File: config.mk
export PLATFORM = sky130hd
export DESIGN_NAME = mem_port_arbiter
export DESIGN_NICKNAME = d
export VERILOG_FILES = /design/src/rtl/mem_port_arbiter.sv
export SDC_FILE = /design/constraint.sdc
export NUM_CORES = 1
export LEC_CHECK = 0
export ABC_AREA = 1
export BUFFER_PORTS_ARGS = -buffer_cell sky130_fd_sc_hd__buf_2
export CAP_MARGIN = 10
export CELL_PAD_IN_SITES_DETAIL_PLACEMENT = 0
export CELL_PAD_IN_SITES_GLOBAL_PLACEMENT = 1
export CORE_MARGIN = 4
export CORE_UTILIZATION = 34
export CTS_CLUSTER_SIZE = 10
export DETAILED_ROUTE_END_ITERATION = 6
export GPL_ROUTABILITY_DRIVEN = 1
export PLACE_DENSITY_LB_ADDON = 0.1
export SLEW_MARGIN = 10
export SYNTH_ARGS = -nofsm -noshare
export SYNTH_HDL_FRONTEND = slang
export SYNTH_SLANG_ARGS = --single-unit
export TNS_END_PERCENT = 50
File: constraint.sdc
create_clock -name CLK -period 3 [get_ports CLK]
set_clock_uncertainty 0.1 [all_clocks]
set_input_delay 0.6 -clock CLK [delete_from_list [all_inputs] [get_ports CLK]]
set_output_delay 0.6 -clock CLK [all_outputs]
set_load 0.02 [all_outputs]
File: src/rtl/mem_port_arbiter.sv
// Two-port round-robin arbiter in front of the unified 16-bit memory.
// Serialises CPU (C) and loader (D) accesses: grant, strobe, wait out MEM_LAT, ack.
module mem_port_arbiter #(
  parameter int MEM_LAT = 2,
  parameter int AW      = 16,
  parameter int DW      = 16
) (
  input  logic          CLK,
  input  logic          Reset,
  input  logic          c_req,
  input  logic          c_we,
  input  logic [AW-1:0] c_addr,
  input  logic [DW-1:0] c_wdata,
  output logic          c_ack,
  input  logic          d_req,
  input  logic          d_we,
  input  logic [AW-1:0] d_addr,
  input  logic [DW-1:0] d_wdata,
  output logic          d_ack,
  output logic [DW-1:0] rdata,
  output logic          owner,
  output logic          busy,
  output logic [AW-1:0] mem_addr,
  output logic [DW-1:0] mem_wdata,
  output logic          mem_re,
  output logic          mem_we,
  input  logic [DW-1:0] mem_rdata
);

  typedef enum logic [1:0] {
    S_IDLE  = 2'd0,
    S_ISSUE = 2'd1,
    S_WAIT  = 2'd2,
    S_ACK   = 2'd3
  } state_t;

  localparam logic [3:0] LAT = 4'(MEM_LAT);

  state_t        state_q, state_d;
  logic          owner_q, owner_d;
  logic          last_grant_q, last_grant_d;
  logic          we_q, we_d;
  logic [AW-1:0] mem_addr_q, mem_addr_d;
  logic [DW-1:0] mem_wdata_q, mem_wdata_d;
  logic [DW-1:0] rdata_q, rdata_d;
  logic [3:0]    wait_cnt_q, wait_cnt_d;
  logic          c_ack_q, c_ack_d;
  logic          d_ack_q, d_ack_d;
  logic          mem_re_q, mem_re_d;
  logic          mem_we_q, mem_we_d;
  logic          busy_q, busy_d;
  logic          gnt;

  always_ff @(posedge CLK) begin
    if (Reset) begin
      state_q      <= S_IDLE;
      owner_q      <= 1'b0;
      last_grant_q <= 1'b1;
      we_q         <= 1'b0;
      mem_addr_q   <= '0;
      mem_wdata_q  <= '0;
      rdata_q      <= '0;
      wait_cnt_q   <= '0;
      c_ack_q      <= 1'b0;
      d_ack_q      <= 1'b0;
      mem_re_q     <= 1'b0;
      mem_we_q     <= 1'b0;
      busy_q       <= 1'b0;
    end else begin
      state_q      <= state_d;
      owner_q      <= owner_d;
      last_grant_q <= last_grant_d;
      we_q         <= we_d;
      mem_addr_q   <= mem_addr_d;
      mem_wdata_q  <= mem_wdata_d;
      rdata_q      <= rdata_d;
      wait_cnt_q   <= wait_cnt_d;
      c_ack_q      <= c_ack_d;
      d_ack_q      <= d_ack_d;
      mem_re_q     <= mem_re_d;
      mem_we_q     <= mem_we_d;
      busy_q       <= busy_d;
    end
  end

  always_comb begin
    state_d      = state_q;
    owner_d      = owner_q;
    last_grant_d = last_grant_q;
    we_d         = we_q;
    mem_addr_d   = mem_addr_q;
    mem_wdata_d  = mem_wdata_q;
    rdata_d      = rdata_q;
    wait_cnt_d   = wait_cnt_q;
    c_ack_d      = 1'b0;
    d_ack_d      = 1'b0;
    mem_re_d     = 1'b0;
    mem_we_d     = 1'b0;
    gnt          = 1'b0;
    unique case (state_q)
      S_IDLE: begin
        if (c_req || d_req) begin
          // On a tie the port that did not win last time gets the memory
          gnt          = (c_req && d_req) ? ~last_grant_q : d_req;
          owner_d      = gnt;
          last_grant_d = gnt;
          we_d         = gnt ? d_we : c_we;
          mem_addr_d   = gnt ? d_addr : c_addr;
          mem_wdata_d  = gnt ? d_wdata : c_wdata;
          // Strobes are registered here so they are high during ISSUE
          mem_re_d     = ~we_d;
          mem_we_d     = we_d;
          state_d      = S_ISSUE;
        end
      end
      S_ISSUE: begin
        wait_cnt_d = LAT;
        state_d    = S_WAIT;
      end
      S_WAIT: begin
        wait_cnt_d = wait_cnt_q - 4'd1;
        if (wait_cnt_q == 4'd1) begin
          if (!we_q) rdata_d = mem_rdata;
          c_ack_d = ~owner_q;
          d_ack_d = owner_q;
          state_d = S_ACK;
        end
      end
      S_ACK: state_d = S_IDLE;
      default: state_d = S_IDLE;
    endcase
    busy_d = (state_d != S_IDLE);
  end

  assign c_ack     = c_ack_q;
  assign d_ack     = d_ack_q;
  assign rdata     = rdata_q;
  assign owner     = owner_q;
  assign busy      = busy_q;
  assign mem_addr  = mem_addr_q;
  assign mem_wdata = mem_wdata_q;
  assign mem_re    = mem_re_q;
  assign mem_we    = mem_we_q;

endmodule

* Yosys cells after proc, flatten, opt, wreduce, memory -nomap -nowiden
Index checks and enable logic that the tools add are counted.
Cells by class: add/sub/neg operators 1, equal/unequal tests 4, muxes and demuxes 8, bitwise operators 8, reductions and logical operators 9
Operators with widths (count):
- $mux W16 | 2
- $not A1 Y1 | 8
- $pmux W2 S4 | 1
- $pmux W4 S2 | 1
- $reduce_or A3 Y1 | 2
- $eq A2 B2 Y1 const B | 2
- $eq A4 B1 Y1 const B | 1
- $mux W2 | 2
- $reduce_bool A2 Y1 | 2
- $sub A4 B1 Y4 const B | 1
- $reduce_and A3 Y1 | 1
- $eq A2 B1 Y1 const B | 1
- $logic_not A2 Y1 | 1
- $mux W1 | 2
- $reduce_and A2 Y1 | 1
- $logic_and A1 B1 Y1 | 1
- $logic_or A1 B1 Y1 | 1
Word-level totals: flip-flop bits (word level) 62, output and inout port bits 54, logic and storage cells 43

* Logic depth before layout (Yosys ltp)
depth after elaboration 4, gate-level depth with buffers 9

* Least setup slack after synthesis
No wires, ideal clock.
kind input to register, from input d_req, to register mem_addr_q[0], in the netlist mem_addr[0], arrival 1.352 ns, required time 2.784 ns, slack 1.432 ns, stages on the path 7, path through buf_2 > nor2_1 > nor2_2 > buf_6 > buf_2 > o21ai_0 > nor2_1
On the way: cells in the longest elaborated chain, start to end 3, elaborated cells between the ends (all ways) 5, classes of those cells mux (2); reduce/logical (3)
Ends and longest elaborated chain:
- start: declaration | RTL line 15 | input logic d_req,
- $logic_and A1 B1 Y1 | RTL line 104 | gnt = (c_req && d_req) ? ~last_grant_q : d_req;
- $mux W1 | RTL line 104
- $mux W16 | RTL line 108 | mem_addr_d = gnt ? d_addr : c_addr;
- end signal: assignment | RTL line 74 | mem_addr_q <= mem_addr_d;
- end: declaration | RTL line 43 | logic [AW-1:0] mem_addr_q, mem_addr_d;
Several ways; a longest one is shown, not always the timed one. A chain may end at the register's enable or synchronous reset.

* Worst setup path after layout
from register wait_cnt_q[1], to register rdata_q[12], in the netlist rdata[12]
On the way: cells in the longest elaborated chain, start to end 2
Ends and longest elaborated chain:
- start: declaration | RTL line 46 | logic [3:0] wait_cnt_q, wait_cnt_d;
- start signal: assignment | RTL line 77 | wait_cnt_q <= wait_cnt_d;
- $eq A4 B1 Y1 | RTL line 122 | if (wait_cnt_q == 4'd1) begin
- $reduce_and A3 Y1 (no source line)
- end signal: assignment | RTL line 76 | rdata_q <= rdata_d;
- end: declaration | RTL line 45 | logic [DW-1:0] rdata_q, rdata_d;
No other way between the ends.

==> results.py <==
metrics = {
    "outcome": {
        "status": "completed",
    },
    "clock_network": {
        "clk_pin_slew_ps": 70,
        "cts-root-buf": "clkbuf_8",
        "tritoncts": "built",
        "cts_htree_levels": 3,
        "postCtsSetupRepairBufs": 0,
        "clock_sinks": 62,
        "clock_path_buffers": 2,
        "clock_latency_ps": 330,
        "postCtsResizedCells": 0,
        "ctsHoldBuffers": 0,
        "cts_buffers": 9,
    },
    "floorplan": {
        "io_pins": 140,
        "core_area_um2": 8678,
        "die_w_um": 102.4,
        "die_area_um2": 10480,
        "die_h_um": 102.4,
        "floorplan.initialDensity_pct": 34.88,
        "num_rows": 34,
    },
    "global_routing": {
        "grt.total_usage_pct": 16.36,
        "grt_pass1_vias": 2935,
        "grt_max_degree": 70,
        "grt_first_pass_wirelength_mm": 13.65,
        "antenna_found_initial": 1,
        "grt-ovfl-total": 0,
    },
    "critical_path": {
        "slowest_delay_ps": 630,
        "cp.required_ps": 3170,
        "critPathCaptureType": "flop",
        "crit_type": "reg -> reg",
        "cp_cell_sequence": "inv_1 -> ha_1 -> nand2_2 -> nor2_4 -> nor2_1 -> nor2_1",
        "startpoint_type": "flop",
        "crit_fanout": 19,
        "cpMostUsedCell": "nor2_1",
        "slowest_stage": "ha_1",
        "crit_arrival_ps": 2060,
    },
    "route": {
        "routed_wl_mm": 8.522,
        "postRouteAntennaNets": 0,
        "drc_errors": 0,
        "routedWlPerCell_um": 12.76,
        "routed_via_density": 4.665,
        "first_pass_iters": 4,
        "via_count": 3116,
        "drt_iter0_markers": 57,
    },
    "synthesis": {
        "syn_avg_cell_area_um2": 7.022,
        "syn_nets": 522,
        "yosys_warnings": 0,
        "synth_seq_area_share_pct": 41.01,
        "synth-seq-cells": 62,
        "syn-cell-area_um2": 3027,
        "ys_types": 24,
        "synthCells": 431,
    },
    "finish": {
        "diodes": 0,
        "stdcell_area_um2": 3951,
        "mostFrequentLayoutCells": "139 x buf_2, 104 x nor2_1, 62 x dfxtp_1",
        "final_nets": 646,
        "syn_to_final_growth_pct": 30.55,
        "layout-drive-gt1-share_pct": 30.18,
        "mostFrequentLayoutCell": "buf_2",
    },
    "pwr": {
        "p_leak_nw": 2.042,
        "power.density_nw_per_um2": 848.7,
        "ir_drop_v": 0.0002798,
    },
    "sta": {
        "setup_violations": 0,
        "post-route-period-util_pct": 62.97,
        "hold_violations": 0,
        "fmax_ghz": 0.5294,
        "worst_pin_slew_ps": 731.4,
        "slew_violations": 0,
        "min_period_ps": 1889,
        "rsz0062_at_grt": "no",
        "fin_tns_setup_ps": 0,
        "max_slew_margin_pct": 51.24,
    },
    "run": {
        "cap_violations": 0,
    },
    "min_path": {
        "hp-class": "reg -> reg",
    },
    "place": {
        "port_buffers": 139,
        "place_area_um2": 3732,
        "hpwl_mm": 5.806,
        "place.gp.congestion": 0.7388,
    },
}
-- cell families after synthesis --
| group | share of synthesized area [%] |
|---|---|
| compound gates | 15.17 |
| fa+ha+maj | 2.067 |
| buf+inv | 9.714 |
| flops | 41.01 |
| simple gates | 32.04 |
-- final cells by class --
type                            count  area (um^2)
Clock inverter                      3        40.04
Fill cell                         921         4727
Timing Repair Buffer              145        740.7
Multi-Input combinational cell    306         1499
Sequential cell                    62         1241
Clock buffer                       13        178.9
Tap cell                          108        135.1
Inverter                           31        116.4
-- synth_stat cells --
master      n  share of area (%)
nor2_1    104                 13
dfxtp_1    62                 41
nand2_1    59                7.3
nand3_1    40                6.6
o21ai_0    35                5.8
a21boi_0   32                7.9
inv_1      28                3.5
nand4_1    17                3.5
clkbuf_1   14                1.7
buf_2      10                1.7
a21oi_1     5               0.83
buf_6       5                1.9
ha_1        5                2.1
nor2_4      3                1.1
buf_4       2               0.50
inv_2       2               0.25
a31oi_1     1               0.21
buf_1       1               0.12
clkinv_1    1               0.12
nand2_2     1               0.21
nor2_2      1               0.21
nor3_1      1               0.17
o21a_1      1               0.25
o21ai_1     1               0.17
-- worst paths after layout --
kind                               startpoint         to  slack [ps]  cells after the start
worst max-delay path            wait_cnt_q[1]  rdata[12]        1110                      6
worst min-delay path                rdata[14]  rdata[14]         380                      2
worst max register to register  wait_cnt_q[1]  rdata[12]        1110                      6
worst min register to register      rdata[14]  rdata[14]         380                      2
-- registers in the layout, indices dropped and copies added (netlist names) --
signal        cells
mem_addr         16
mem_wdata        16
rdata            16
wait_cnt_q        4
state_q           2
busy              1
c_ack             1
d_ack             1
last_grant_q      1
mem_re            1
mem_we            1
owner             1
we_q              1
-- per-stage QoR --
step                setup WS (ps)  std cells  util, %  power [mW]  hold WS, ps
floorplan                    1432        431        -       2.213        328.7
global placement            978.6        652    43.01       2.576        356.5
detailed placement          970.0        652    43.01       2.591        365.2
CTS                          1068        668    45.53       3.405        381.6
global route                868.9        668    45.53       3.631        401.0
finish                       1111        668    45.53       3.353        375.3
-- critical path: cells and delay by family (launching register included) --
family | cells | cell delay, ps
flops | 1 | 330
fa+ha+maj | 1 | 630
buf+inv | 1 | 80
simple gates | 4 | 690
-- power breakdown --
part | internal, mW | switching (mW) | total [mW]
Combinational | 0.453 | 0.939 | 1.39
Sequential | 1.05 | 0.111 | 1.16
Clock | 0.472 | 0.326 | 0.798
Total | 1.98 | 1.37 | 3.35
-- routing by layer --
metal / up-vias / wire length (um) / GRT usage (%) / share of wire, %
met5: - / 13 / 0 / 0.15
met3: 11 / 884 / 6.007 / 10
met1: 1358 / 3732 / 20.20 / 44
li1: 1643 / - / - / -
met2: 102 / 3778 / 26.24 / 44
met4: 2 / 112 / 5.853 / 1.3
Power figures use the tool's default switching activity.
